<file path="src/rtl/ecc_nibble_host_pkg.sv">
// ecc_if_pkg: shared widths, FSM states and error codes for the ECC nibble interface
package ecc_if_pkg;
    localparam int NIBBLE_W     = 4;
    localparam int WORD_W       = 32;
    localparam int SEND_NIBBLES = 8;
    localparam int RECV_NIBBLES = 16;

    typedef enum logic [1:0] {IDLE, SEND, WAIT, RECV} state_t;

    typedef enum logic [1:0] {
        ERR_OK         = 2'd0,
        ERR_TIMEOUT    = 2'd1,
        ERR_READY_DROP = 2'd2
    } err_t;
endpackage

</file>
<file path="src/rtl/ecc_nibble_host_if.sv">
// ecc_nibble_host_if: operand/result bus plus the nibble link to the ECC core
interface ecc_nibble_host_if;
    import ecc_if_pkg::*;
    logic                start;
    logic [WORD_W-1:0]   a_word, prime_word, px_word, py_word, k_word;
    logic                busy;
    logic                valid;
    logic [NIBBLE_W-1:0] a, prime, Px, Py, k;
    logic                ready;
    logic [NIBBLE_W-1:0] kP;
    logic [WORD_W-1:0]   kpx, kpy;
    logic                done;
    logic [1:0]          err;

    modport master (
        output start, a_word, prime_word, px_word, py_word, k_word, ready, kP,
        input  busy, valid, a, prime, Px, Py, k, kpx, kpy, done, err
    );

    modport slave (
        input  start, a_word, prime_word, px_word, py_word, k_word, ready, kP,
        output busy, valid, a, prime, Px, Py, k, kpx, kpy, done, err
    );
endinterface

</file>
<file path="src/rtl/ecc_nibble_host_piso.sv">
// nibble_piso: 32-bit parallel-load register shifting left one nibble per cycle
module nibble_piso
    import ecc_if_pkg::*;
(
    input  logic                clk,
    input  logic                rst,
    input  logic                load,
    input  logic                shift,
    input  logic [WORD_W-1:0]   d,
    output logic [NIBBLE_W-1:0] q
);
    logic [WORD_W-1:0] r;

    // load takes priority so a new operand always overrides a shift
    always_ff @(posedge clk or posedge rst) begin
        if (rst) r <= '0;
        else if (load) r <= d;
        else if (shift) r <= r << NIBBLE_W;
    end

    assign q = r[WORD_W-1 -: NIBBLE_W];
endmodule

</file>
<file path="src/rtl/ecc_nibble_host.sv">
// ecc_nibble_host: serializes five operands to the ECC core and deserializes kP
module ecc_nibble_host
    import ecc_if_pkg::*;
#(
    parameter int unsigned TIMEOUT = 65535
) (
    input logic               clk,
    input logic               rst,
    ecc_nibble_host_if.slave  h
);
    state_t                         state, state_n;
    logic [3:0]                     cnt, cnt_n;
    logic [15:0]                    tcnt, tcnt_n;
    logic [2*WORD_W-1:0]            res, res_n;
    logic [WORD_W-1:0]              kpx_r, kpy_r;
    logic                           done_r, done_n, upd, load, shift;
    err_t                           err_r, err_n;
    logic [4:0][WORD_W-1:0]         words;
    logic [4:0][NIBBLE_W-1:0]       nib;

    assign words = {h.a_word, h.prime_word, h.px_word, h.py_word, h.k_word};

    genvar g;
    for (g = 0; g < 5; g++) begin : g_piso
        nibble_piso u_piso (
            .clk   (clk),
            .rst   (rst),
            .load  (load),
            .shift (shift),
            .d     (words[g]),
            .q     (nib[g])
        );
    end

    // state register
    always_ff @(posedge clk or posedge rst) begin
        if (rst) state <= IDLE;
        else state <= state_n;
    end

    // next state, counters, result shifting and completion/error decisions
    always_comb begin
        state_n = state;
        cnt_n   = cnt;
        tcnt_n  = tcnt;
        res_n   = res;
        done_n  = 1'b0;
        err_n   = err_r;
        upd     = 1'b0;
        load    = 1'b0;
        shift   = 1'b0;
        unique case (state)
            IDLE: if (h.start) begin
                load    = 1'b1;
                err_n   = ERR_OK;
                cnt_n   = '0;
                state_n = SEND;
            end
            SEND: begin
                shift = 1'b1;
                cnt_n = cnt + 4'd1;
                if (cnt == 4'(SEND_NIBBLES - 1)) begin
                    cnt_n   = '0;
                    tcnt_n  = '0;
                    state_n = WAIT;
                end
            end
            WAIT: if (h.ready) begin
                res_n   = {res[2*WORD_W-NIBBLE_W-1:0], h.kP};
                cnt_n   = 4'd1;
                state_n = RECV;
            end else if (32'(tcnt) >= TIMEOUT) begin
                err_n   = ERR_TIMEOUT;
                done_n  = 1'b1;
                tcnt_n  = '0;
                state_n = IDLE;
            end else begin
                tcnt_n = tcnt + 16'd1;
            end
            RECV: if (!h.ready) begin
                err_n   = ERR_READY_DROP;
                done_n  = 1'b1;
                cnt_n   = '0;
                state_n = IDLE;
            end else begin
                res_n = {res[2*WORD_W-NIBBLE_W-1:0], h.kP};
                cnt_n = cnt + 4'd1;
                if (cnt == 4'(RECV_NIBBLES - 1)) begin
                    upd     = 1'b1;
                    done_n  = 1'b1;
                    err_n   = ERR_OK;
                    state_n = IDLE;
                end
            end
            default: state_n = IDLE;
        endcase
    end

    // datapath registers; results only land on a complete, error-free receive
    always_ff @(posedge clk or posedge rst) begin
        if (rst) begin
            cnt    <= '0;
            tcnt   <= '0;
            res    <= '0;
            done_r <= 1'b0;
            err_r  <= ERR_OK;
            kpx_r  <= '0;
            kpy_r  <= '0;
        end else begin
            cnt    <= cnt_n;
            tcnt   <= tcnt_n;
            res    <= res_n;
            done_r <= done_n;
            err_r  <= err_n;
            if (upd) begin
                kpx_r <= res_n[2*WORD_W-1:WORD_W];
                kpy_r <= res_n[WORD_W-1:0];
            end
        end
    end

    assign h.busy  = state != IDLE;
    assign h.valid = state == SEND;
    assign h.a     = h.valid ? nib[4] : '0;
    assign h.prime = h.valid ? nib[3] : '0;
    assign h.Px    = h.valid ? nib[2] : '0;
    assign h.Py    = h.valid ? nib[1] : '0;
    assign h.k     = h.valid ? nib[0] : '0;
    assign h.kpx   = kpx_r;
    assign h.kpy   = kpy_r;
    assign h.done  = done_r;
    assign h.err   = err_r;
endmodule

</file>
<file path="src/flat_wrapper.sv">
// flat-port wrapper written by rule: the top's interface ports become plain ports
module ecc_nibble_host_flat import ecc_if_pkg::*;
#(
    parameter int unsigned TIMEOUT = 65535
)
  (clk, rst, h_start, h_a_word, h_prime_word, h_px_word, h_py_word, h_k_word, h_ready, h_kP, h_busy, h_valid, h_a, h_prime, h_Px, h_Py, h_k, h_kpx, h_kpy, h_done, h_err);
  ecc_nibble_host_if h_i ();
  input logic clk;
  input logic rst;
  input wire logic [$bits(h_i.start)-1:0] h_start;
  input wire logic [$bits(h_i.a_word)-1:0] h_a_word;
  input wire logic [$bits(h_i.prime_word)-1:0] h_prime_word;
  input wire logic [$bits(h_i.px_word)-1:0] h_px_word;
  input wire logic [$bits(h_i.py_word)-1:0] h_py_word;
  input wire logic [$bits(h_i.k_word)-1:0] h_k_word;
  input wire logic [$bits(h_i.ready)-1:0] h_ready;
  input wire logic [$bits(h_i.kP)-1:0] h_kP;
  output wire logic [$bits(h_i.busy)-1:0] h_busy;
  output wire logic [$bits(h_i.valid)-1:0] h_valid;
  output wire logic [$bits(h_i.a)-1:0] h_a;
  output wire logic [$bits(h_i.prime)-1:0] h_prime;
  output wire logic [$bits(h_i.Px)-1:0] h_Px;
  output wire logic [$bits(h_i.Py)-1:0] h_Py;
  output wire logic [$bits(h_i.k)-1:0] h_k;
  output wire logic [$bits(h_i.kpx)-1:0] h_kpx;
  output wire logic [$bits(h_i.kpy)-1:0] h_kpy;
  output wire logic [$bits(h_i.done)-1:0] h_done;
  output wire logic [$bits(h_i.err)-1:0] h_err;
  assign h_i.start = h_start;
  assign h_i.a_word = h_a_word;
  assign h_i.prime_word = h_prime_word;
  assign h_i.px_word = h_px_word;
  assign h_i.py_word = h_py_word;
  assign h_i.k_word = h_k_word;
  assign h_i.ready = h_ready;
  assign h_i.kP = h_kP;
  assign h_busy = h_i.busy;
  assign h_valid = h_i.valid;
  assign h_a = h_i.a;
  assign h_prime = h_i.prime;
  assign h_Px = h_i.Px;
  assign h_Py = h_i.Py;
  assign h_k = h_i.k;
  assign h_kpx = h_i.kpx;
  assign h_kpy = h_i.kpy;
  assign h_done = h_i.done;
  assign h_err = h_i.err;
  ecc_nibble_host #(.TIMEOUT(TIMEOUT)) u_core (.clk(clk), .rst(rst), .h(h_i));
endmodule
</file>
<file path="config.mk">
export PLATFORM = sky130hd
export DESIGN_NAME = ecc_nibble_host_flat
export DESIGN_NICKNAME = d
export VERILOG_FILES = /design/src/rtl/ecc_nibble_host_pkg.sv /design/src/rtl/ecc_nibble_host_if.sv /design/src/rtl/ecc_nibble_host_piso.sv /design/src/rtl/ecc_nibble_host.sv /design/src/flat_wrapper.sv
export SDC_FILE = /design/constraint.sdc
export NUM_CORES = 1
export LEC_CHECK = 0
export CORE_MARGIN = 1.5
export CORE_UTILIZATION = 35
export CTS_BUF_LIST = sky130_fd_sc_hd__clkbuf_4 sky130_fd_sc_hd__clkbuf_8
export CTS_CLUSTER_SIZE = 8
export DETAILED_ROUTE_END_ITERATION = 8
export PLACE_DENSITY = 0.62
export SYNTH_ARGS = -nofsm -noshare
export SYNTH_HDL_FRONTEND = slang
export SYNTH_SLANG_ARGS = --single-unit
</file>
<file path="constraint.sdc">
create_clock -name clk -period 14.2 [get_ports clk]
set_clock_uncertainty 0.15 [all_clocks]
set_input_delay 2.84 -clock clk [delete_from_list [all_inputs] [get_ports clk]]
set_output_delay 2.84 -clock clk [all_outputs]
set_load 0.005 [all_outputs]
</file>
; Word-level counts from Yosys, hierarchy flattened
; Index checks and enable logic that the tools add are counted.
[totals]
register_bits = 313
out_inout_bits = 89
word_cells = 86
[classes]
addsub = 2
n_lt_le_gt_ge = 1
eq_ne = 12
mux = 48
reduce_logical = 10
[op_table]
columns = op, n
row1 = $mux 32, 10
row2 = $mux 64, 2
row3 = $mux 16, 3
row4 = $mux 4, 9
row5 = $pmux 16 s2, 1
row6 = $mux 2, 10
row7 = $add 16x1->16 const B, 1
row8 = $ge 16x16->1 const B, 1
row9 = $pmux 4 s4, 1
row10 = $mux 1, 9
row11 = $ne 2x2->1 const B, 4
row12 = $pmux 2 s4, 1
row13 = $ne 3x2->1 const B, 2
row14 = $pmux 2 s3, 1
row15 = $reduce_bool 2->1, 3
row16 = $reduce_and 5->1, 1
row17 = $add 4x1->4 const B, 1
row18 = $eq 2x2->1 const B, 2
row19 = $eq 4x3->1 const B, 1
row20 = $eq 4x4->1 const B, 1
row21 = $reduce_and 4->1, 1
row22 = $reduce_and 3->1, 1
row23 = $reduce_bool 3->1, 1
row24 = $eq 2x1->1 const B, 1
row25 = other kinds (5), 5

; Depth between registers and ports, before layout
; Gate-level depths: netlist of run 1.
[logic_depth]
depth_word = 4
mapped_depth = 8

; Hierarchy
; From an unflattened synthesis of run 1, not the netlist that was laid out.
[unflattened]
hier_cells = 1181
hier_area_um2 = 14077.3
[modules_own_cells]
columns = module, n_inst, cells_per_inst, area_each_um2, seq_area_each_um2
row1 = nibble_piso, 5, 144, 1525.2, 800.8
row2 = ecc_nibble_host, 1, 461, 6451.2, 3828.7

; Worst setup path before layout of run 1
; No wires, ideal clock.
[synth_path]
kind = register to output
startpoint = reg u_core.state[1]
endpoint = out h_Px[3]
arrival_ps = 1393
setup_slack_ps = 9817
stages_incl_launch_ff = 7
cell_sequence = dfrtp_1 -> buf_4 -> nand2b_4 -> inv_2 -> buf_2 -> clkbuf_1 -> and2_1
[synth_via]
elab_chain_cells = 2
[synth_lines]
columns = item, line
row1 = from (decl), ecc_nibble_host.sv:11  ; state_t state, state_n;
row2 = from (signal assigned), ecc_nibble_host.sv:38  ; else state <= state_n;
row3 = $eq 2x1->1, ecc_nibble_host.sv:123  ; assign h.valid = state == SEND;
row4 = $mux 4, ecc_nibble_host.sv:126  ; assign h.Px = h.valid ? nib[2] : '0;
row5 = to (decl), flat_wrapper.sv:22  ; output wire logic [$bits(h_i.Px)-1:0] h_Px;
; No other way between the ends.

; Worst setup path after layout of run 1
[layout_path]
startpoint = reg u_core.state[1]
endpoint = out h_k[0]
[layout_via]
elab_chain_cells = 2
[layout_lines]
columns = item, line
row1 = $eq 2x1->1, ecc_nibble_host.sv:123
row2 = $mux 4, ecc_nibble_host.sv:128  ; assign h.k = h.valid ? nib[0] : '0;
row3 = to (decl), flat_wrapper.sv:24  ; output wire logic [$bits(h_i.k)-1:0] h_k;
; No other way between the ends.

==> results of run 1 <==
==> sequential cells by signal, indices dropped and copies added, names as in the netlist <==
signal / count
u_core.h.kpy: 32
u_core.h.kpx: 32
u_core.res: 64
u_core.g_piso.u_piso.r: 160
u_core.cnt: 4
u_core.tcnt: 16
u_core.state: 2
u_core.h.done: 1
u_core.h.err: 2
==> cells by family after synthesis <==
kind of cell	count (synthesis)	synth area share
XOR/XNOR	2	0.001342
AND/OR/NAND/NOR	418	0.1358
adder cells (fa/ha/maj)	2	0.001917
AO/OA/AOI/OAI	201	0.1159
buffers and inverters	86	0.03470
flip-flops	313	0.6000
multiplexers	128	0.1104
==> layout make-up <==
class	count	area (um2)	share of cell area
diodes	4	10.01	0.0005862
well taps	468	585.6	0.03429
clock inverters	6	103.9	0.006081
clock buffers	87	1085	0.06353
flip-flops and latches	313	7833	0.4587
repair buffers	265	2643	0.1547
inverters	8	42.54	0.002491
multi-input cells	751	4775	0.2796
==> cells in the mapped netlist, drive strengths merged, types with 2 or more instances <==
master  number
clkbuf      21
o311ai      10
and3         3
nor2         8
nand2b       3
xor2         2
dfrtp      313
inv          8
a22oi      141
and4         5
nand2      341
nand3       22
o21ai       33
and2        21
a41oi        3
nand4        7
ha           2
nor3         3
buf         57
mux2       128
a21oi        7
==> worst max-delay path, cell delays in order (launching register included) <==
cell and delay, ns:
dfrtp_1 0.55, nand2b_4 0.40, inv_4 0.35, buf_4 0.77, and2_1 0.24, clkdlybuf4s50_1 0.50
==> through the flow <==
| stage | hold slack (ns) | setup WS (ns) |
|---|---|---|
| after floorplan | 0.2876 | 2.552 |
| after global placement | 0.3004 | 8.192 |
| after detailed placement | 0.3047 | 8.157 |
| after CTS | 0.3211 | 7.620 |
| after global routing | 0.3363 | 7.402 |
| final | 0.3191 | 7.692 |
==> final timing paths <==
path | slack [ns] | from | endpoint | cells past startpoint
worst max-delay path | 7.69 | u_core.state[1] | h_k[0] | 5
worst min-delay path | 0.32 | u_core.g_piso[3].u_piso.r[30] | u_core.g_piso[3].u_piso.r[30] | 2
worst max register to register | 9.79 | u_core.state[1] | u_core.g_piso[3].u_piso.r[14] | 9
worst min register to register | 0.32 | u_core.g_piso[3].u_piso.r[30] | u_core.g_piso[3].u_piso.r[30] | 2
max in group asynchronous | 8.92 | rst | u_core.res[33] | 4
min in group asynchronous | 2.64 | rst | u_core.h.kpy[0] | 2
==> report_power, final <==
| part | switching (W) | internal, W |
|---|---|---|
| Combinational | 0.000457 | 0.000331 |
| Sequential | 0.000138 | 0.00111 |
| Clock | 0.000364 | 0.000519 |
| Total | 0.000960 | 0.00196 |
==> per-layer routing <==
metal	wire, um	global-route usage	up-vias	share of wire
li1	-	-	4501	-
met1	14490	0.2292	4631	0.44
met2	14590	0.2544	268	0.45
met3	2712	0.05673	72	0.083
met4	846	0.06581	2	0.026
met5	15	0	-	0.00046
==> run metrics, run 1 <==
Final Hold Fails 0; Tcrit/Tclk final 0.4583; clk slew on worst S/H paths 0.06 ns; hpwl dp 20730 um; Max Fclk 153.6 MHz; Ys Warns 0; Most used DFF post-synth dfrtp_1; synth unique cells 48; nets 1561; Post-Synthesis Cells 1150; Core Rows 70; DRC Markers 0; grt ovf 0; GRT Total Usage 0.1705; Finished Core Util 0.4653; Starting DRT DRC Count 638; share of cells above drive strength 1 0.1678; Mapped Area 13060 um2; CP required 11.21 ns; initial antenna violation count 5; area growth from synthesis to layout 30.80%; leading area contributor after synthesis dfrtp_1; DR WL/cell 17.17 um; Syn Area/Cell 11.35 um2; Initial Utilization 0.3557; CTS Buf Count 52; crit path kind reg -> out; Rel. slew slack 0.3501; Worst-Skew Late Latency 0.59 ns; number of synthesized flops with an enable pin 0; Syn Nets 1320; leakage power 8.120 nW; Max-Cap Viols 0; overall power 0.002919 W; top-area cell type share of the netlist area 0.6000; setup bufs post-CTS 0; CTS tree yes; Pre-Repair DR Iteration Count 7; fillers 3398; chip height 196.1 um; largest net degree at the start of global routing 181; CTS H-tree lvls 2; post-cts sizing count 0; GPL Wtd Cong 0.7631; Die ar. 38470 um2; Area contributors post-synth dfrtp_1 (60%), mux2_2 (10%), nand2_1 (9.8%), a22oi_1 (8.1%), buf_2 (1.3%); Port Buffer Count 256; Worst Max-Slew Pin Slew 0.9749 ns; Max IR drop VDD 0.00009182 V; vias per cell 4.981; WL final 32650 um; vias 9474; status finished clean; CTS root buf clkbuf_8; Hold Crit Class reg -> reg; share of flip-flops with an asynchronous set or reset 1.000; final worst path period need 6.508 ns; first-pass GRT wire length 52830 um; crit-path max FO 92; number of clock sinks 313; Routed Antenna Nets 0; Final Non-Filler Cells 1902; sequential fraction of the synthesis area 0.6000; Setup crit end kind output port; startpoint class of the critical path flop; commonest non-fill, non-tap cell in the layout nand2_1; RSZ-0062 raised after global routing false; vias in the first global route 9792; Hold Buf Count CTS 0; most frequent cells in the layout nand2_1 (340), dfrtp_1 (313), clkdlybuf4s50_1 (256); pwr/cell area 171.0 nW/um2; max-slew violations 0; Worst Path Arrival 3.52 ns; dpl cell area 15880 um2; setup TNS 0 ns; post-synthesis sequential element count 313; chip width 196.1 um; post-route cell area 17080 um2; Placed Instances 1805; core area 36700 um2; clock buffer depth 3; Setup-failing EPs final 0; I/O pins 257
No activity file was read; power rests on OpenSTA's default activity.
==> inputs of run 2 (changes only) <==
Settings changed: PLACE_DENSITY 0.62 to 0.64.
Clock period 14.2 ns to 5.5 ns, I/O delays scaled along.
==> run 2 against run 1 <==
  * Wire length shrank 0.35%
  * Critical endpoint is now h_prime[1]
  * Final cell count hardly changed
  * Largest power group unchanged
  * First-iteration DRC count decreased by 26%
  * Largest cell class unchanged
  * Combinational power grew to 2.6 times the previous value
  * Count of clock-buffer cells in the layout down 7
  * Critical path type unchanged
==> run metrics, run 2 (synthesized netlist as in run 1, its figures left out) <==
share of cells above drive strength 1 0.1678 (unchanged); grt ovf 0 (unchanged); initial antenna violation count 5 (unchanged); largest net degree at the start of global routing 181 (unchanged); WL final 32540 um (-0.35%); Rel. slew slack 0.3906 (+0.04052); I/O pins 257 (unchanged); crit-path max FO 79 (-14%); leakage power 8.078 nW (-0.51%); commonest non-fill, non-tap cell in the layout nand2_1; CP required 4.25 ns (-6.96 ns); most frequent cells in the layout nand2_1 (340), dfrtp_1 (313), clkdlybuf4s50_1 (256); chip height 196.1 um (unchanged); setup TNS 0 ns (unchanged); Setup crit end kind output port; fin worst setup slack 0.9477 ns (-6.744 ns); Die ar. 38470 um2 (unchanged); crit-path max cell delay 0.69 ns (-0.08 ns); DRC Markers 0 (unchanged); Place WS 1.576 ns (-6.581 ns); Max-Cap Viols 0 (unchanged); fillers 3379 (-0.56%); chip width 196.1 um (unchanged); final worst path period need 4.552 ns; Final Hold Fails 0 (unchanged); met3 Usage GRT 0.05553 (-0.001203); Hold Path End u_core.g_piso[2].u_piso.r[28]; first-pass GRT wire length 51770 um (-2.0%); Tcrit/Tclk final 0.8277; area of the multi-input gates 4775 um2 (unchanged); Worst Min Path Start u_core.g_piso[2].u_piso.r[28]; Setup-failing EPs final 0 (unchanged); RSZ-0062 raised after global routing false; Hold Crit Class reg -> reg; Largest regs u_core.g_piso.u_piso.r x160, u_core.res x64; Max IR drop VDD 0.0002261 V (+150%); Final Non-Filler Cells 1903 (+0.053%); Starting DRT DRC Count 472 (-26%); core area 36700 um2 (unchanged); pwr/cell area 432.8 nW/um2 (+150%); Routed Antenna Nets 0 (unchanged); startpoint class of the critical path flop; reg2reg end u_core.g_piso[3].u_piso.r[17]; crit path kind reg -> out; Hold Buf Count CTS 0 (unchanged); Placed Instances 1809 (+0.22%); CP Cell Sequence nand2b_4 -> inv_4 -> buf_4 -> and2_1 -> clkdlybuf4s50_1; DR WL/cell 17.10 um (-0.40%); Largest Register u_core.g_piso.u_piso.r; setup bufs post-CTS 0 (unchanged); clock buffer depth 3 (unchanged); hpwl dp 20760 um (+0.16%); Worst Max-Slew Pin Slew 0.9119 ns (-0.06294 ns); GRT Total Usage 0.1687 (-0.001783); Worst-Skew Late Latency 0.62 ns (+0.03 ns); post-cts sizing count 0 (unchanged); area growth from synthesis to layout 30.20%; Core Rows 70 (unchanged); CTS Buf Count 51 (-1.9%); Worst R2R Start u_core.state[1]; met2 GRT Util 0.2498 (-0.004613); GPL Wtd Cong 0.7856 (+2.9%); status finished clean; Pre-Repair DR Iteration Count 5 (-2); R2R Setup Slk 2.23 ns (-7.56 ns); CTS root buf clkbuf_8; CP max stage cell inv_4; overall power 0.007356 W (+150%); vias per cell 5.014 (+0.65%); vias 9541 (+0.71%); CTS H-tree lvls 2 (unchanged); reg2reg path depth 6 (-3); met1 usage 0.2263 (-0.002982); Port Buffer Count 256 (unchanged); vias in the first global route 9537 (-2.6%); hold path depth 2 (unchanged); max reg flops 160 (unchanged); Finished Core Util 0.4632 (-0.002148); nets 1564 (+0.19%); CTS tree yes; GR peak layer met2; number of clock sinks 313 (unchanged); Initial Utilization 0.3557 (unchanged); max-slew violations 0 (unchanged); Worst Path Arrival 3.30 ns (-0.22 ns); FF+latch area 7833 um2 (unchanged); Max Fclk 219.7 MHz; clk slew on worst S/H paths 0.06 ns (about the same)
-- run 2: cell count changes in the layout (fill, tap and decap cells not counted), sizes merged --
cell | before | now
clkinv | 2 | 8
clkbuf | 87 | 80
bufinv | 2 | 0
clkinvlp | 0 | 1
diode | 4 | 5
buf | 9 | 13
inv | 10 | 8
-- run 2: routing by layer --
metal | up-vias | share of wire
met5 | - | 0
met4 | 0 | 0.028
met3 | 59 | 0.078
met2 | 300 | 0.45
met1 | 4671 | 0.44
li1 | 4511 | -
-- run 2: area by class of cell --
class	instances	area share
inverter	8	0.002282
antenna	5	0.0007361
clock inverter	9	0.004343
multi-input combinational	751	0.2809
timing repair buffer	269	0.1594
tap	468	0.03445
clock buffer	80	0.05705
sequential	313	0.4608
-- run 2: through the flow --
stage / hold slack [ns] / instance area, um2
floorplan: 0.2876 / 13060
global placement: 0.2989 / 15940
detailed placement: 0.3047 / 15940
CTS: 0.3187 / 16990
global route: 0.3423 / 17000
finish: 0.3130 / 17000
-- run 2: power by group --
| part | switching, W | total [W] | internal [W] |
|---|---|---|---|
| Clock | 0.000947 | 0.00207 | 0.00112 |
| Combinational | 0.00117 | 0.00206 | 0.000889 |
| Sequential | 0.000357 | 0.00322 | 0.00287 |
-- run 2: worst max-delay path by stage --
| stage | from | endpoint | slack (ns) | cells past startpoint |
|---|---|---|---|---|
| 5_1_grt | u_core.state[0] | h_prime[1] | 0.70 | 5 |
| 6_report | u_core.state[0] | h_prime[1] | 0.95 | 5 |
| 2_1_floorplan | rst | u_core.cnt[0] | 0.08 | 1 |
| 3_3_place_gp | u_core.state[1] | h_prime[1] | 1.63 | 5 |
| 4_1_cts | u_core.state[0] | h_prime[1] | 0.86 | 5 |
| 3_5_place_dp | u_core.state[1] | h_prime[1] | 1.58 | 5 |
-- run 2: worst max-delay path: cells and delay by family, from the launching register on --
family | cells | cell delay (ns)
AND/OR/NAND/NOR | 2 | 0.47
flip-flops | 1 | 0.64
buffers and inverters | 3 | 1.53
==> inputs of run 3 (changes only) <==
Settings changed: PLACE_DENSITY 0.64 to 0.62.
Clock period 5.5 ns to 4.5 ns, I/O delays scaled along.
==> run 3 against run 2 <==
  * Combinational power increased by 21%
  * Critical endpoint is now h_k[1]
  * Final cell count increased by 0.74%
  * Register-to-register slack got worse by 0.71 ns
  * First-iteration DRC count decreased by 4.4%
  * Critical path type unchanged
==> run metrics, run 3 (synthesized netlist as in run 1, its figures left out) <==
clk slew on worst S/H paths 0.06 ns (about the same); first-pass GRT wire length 52010 um (+0.47%); reg2reg path depth 5 (-1); chip width 196.1 um (unchanged); combinational share of power 0.267 (-0.013); share of cells above drive strength 1 0.1765 (+0.008638); status finished clean; CP Cell Sequence nand2b_4 -> inv_4 -> and2_1 -> clkdlybuf4s50_1; clock buffer depth 3 (unchanged); Sw Ratio 0.3274 (-0.009112); Rel. slew slack 0.4063 (+0.01572); crit-path max cell delay 0.70 ns (about the same); vias 9517 (-0.25%); Worst R2R Start u_core.state[1]; GPL Wtd Cong 0.8142 (+3.6%); hold path depth 2 (unchanged); pwr/cell area 541.0 nW/um2 (+25%); largest net degree at the start of global routing 142 (-22%); hpwl dp 20640 um (-0.56%); DRC Markers 0 (unchanged); vias in the first global route 9533 (-0.042%); Core Rows 70 (unchanged); reg2reg end u_core.g_piso[0].u_piso.r[17]; commonest non-fill, non-tap cell in the layout nand2_1; Worst Min Path Start u_core.g_piso[4].u_piso.r[28]; most frequent cells in the layout nand2_1 (340), dfrtp_1 (313), clkdlybuf4s50_1 (256); WL final 32720 um (+0.56%); Initial Utilization 0.3557 (unchanged); RSZ-0062 raised after global routing false; I/O pins 257 (unchanged); Hold Crit Class reg -> reg; max reg flops 160 (unchanged); CTS Buf Count 55 (+7.8%); CTS root buf clkbuf_8; Switch Pwr 0.003057 W (+23%); Final Hold Fails 0 (unchanged); fillers 3376 (-0.089%); Starting DRT DRC Count 451 (-4.4%); Worst-Skew Late Latency 0.62 ns (about the same); final worst path period need 4.103 ns; Hold Buf Count CTS 0 (unchanged); Setup crit end kind output port; Max Fclk 243.7 MHz; Worst Path Arrival 3.05 ns (-0.25 ns); crit-path max FO 82 (+3.8%); area growth from synthesis to layout 32.17%; CTS tree yes; grt ovf 0 (unchanged); R2R Setup Slk 1.52 ns (-0.71 ns); GRT Total Usage 0.1698 (+0.001100); Setup-failing EPs final 0 (unchanged); post-route cell area 17260 um2 (+1.5%); post-cts sizing count 0 (unchanged); DR WL/cell 17.07 um (-0.18%); CTS H-tree lvls 2 (unchanged); Sequential Power Share 0.422 (-0.016); Clk network pwr share 0.311 (+0.029); max-slew violations 0 (unchanged); Max IR drop VDD 0.0003887 V (+72%); nets 1569 (+0.32%); dpl cell area 15970 um2 (+0.20%); crit path kind reg -> out; Pint 0.006279 W (+29%); CP max stage cell inv_4; Placed Instances 1810 (+0.055%); Final Non-Filler Cells 1917 (+0.74%); startpoint class of the critical path flop; Worst Max-Slew Pin Slew 0.8905 ns (-0.02142 ns); number of clock sinks 313 (unchanged); leakage power 8.204 nW (+1.6%); Tcrit/Tclk final 0.9117; setup bufs post-CTS 0 (unchanged); hold slack 0.3143 ns (+0.001270 ns); Die ar. 38470 um2 (unchanged); Largest Register u_core.g_piso.u_piso.r; CP required 3.45 ns (-0.80 ns); Largest regs u_core.g_piso.u_piso.r x160, u_core.res x64; initial antenna violation count 4 (-1); chip height 196.1 um (unchanged); Port Buffer Count 256 (unchanged); Finished Core Util 0.4702 (+0.007023); Routed Antenna Nets 0 (unchanged); Max-Cap Viols 0 (unchanged); Pre-Repair DR Iteration Count 5 (unchanged); Hold Path End u_core.g_piso[4].u_piso.r[28]; setup TNS 0 ns (unchanged); vias per cell 4.965 (-0.98%); core area 36700 um2 (unchanged)
-- run 3: how the worst max path moves through the flow --
stage                    start             to  slack, ns  cells after the start
4_1_cts        u_core.state[1]        h_Px[3]       0.33                      4
3_3_place_gp   u_core.state[1]         h_k[2]       1.08                      4
5_1_grt        u_core.state[0]        h_Px[3]       0.16                      4
2_1_floorplan              rst  u_core.cnt[0]      -0.72                      1
6_report       u_core.state[1]         h_k[1]       0.40                      4
3_5_place_dp   u_core.state[1]        h_Px[3]       1.01                      4
-- run 3: worst max-delay path, delay by kind of cell (launching register included) --
kind / cells / cell delay (ns)
buf+inv: 2 / 1.21
flops: 1 / 0.55
simple gates: 2 / 0.62
-- run 3: metrics by stage --
| stage | total power [W] | setup WS (ns) |
|---|---|---|
| 4_1_cts | 0.009471 | 0.3256 |
| 5_1_grt | 0.009974 | 0.1619 |
| 3_3_place_gp | 0.006408 | 1.083 |
| 6_report | 0.009336 | 0.3972 |
| 2_1_floorplan | 0.005661 | -0.7189 |
| 3_5_place_dp | 0.006499 | 1.014 |
-- run 3: layout make-up --
type / count / area, um2 / share of cell area
timing repair buffer: 270 / 2743 / 0.1589
clock inverter: 8 / 82.58 / 0.004786
sequential: 313 / 7833 / 0.4539
multi-input combinational: 751 / 4775 / 0.2767
clock buffer: 95 / 1189 / 0.06889
inverter: 8 / 38.79 / 0.002248
tap: 468 / 585.6 / 0.03394
antenna: 4 / 10.01 / 0.0005801
-- run 3: power groups by stage --
stage | Sequential [W] | Clock (W) | Combinational (W)
floorplan | 0.00383 | 0 | 0.00183
global placement | 0.00396 | 0 | 0.00245
detailed placement | 0.00398 | 0 | 0.00252
CTS | 0.00394 | 0.00301 | 0.00252
global route | 0.00402 | 0.00314 | 0.00281
finish | 0.00394 | 0.00291 | 0.00249
-- run 3: routing by layer --
| metal | vias up | part of all wire | global-route usage |
|---|---|---|---|
| li1 | 4514 | - | - |
| met1 | 4690 | 0.45 | 0.2337 |
| met2 | 270 | 0.45 | 0.2486 |
| met3 | 43 | 0.073 | 0.05140 |
| met4 | 0 | 0.021 | 0.07037 |
| met5 | - | 0 | 0 |
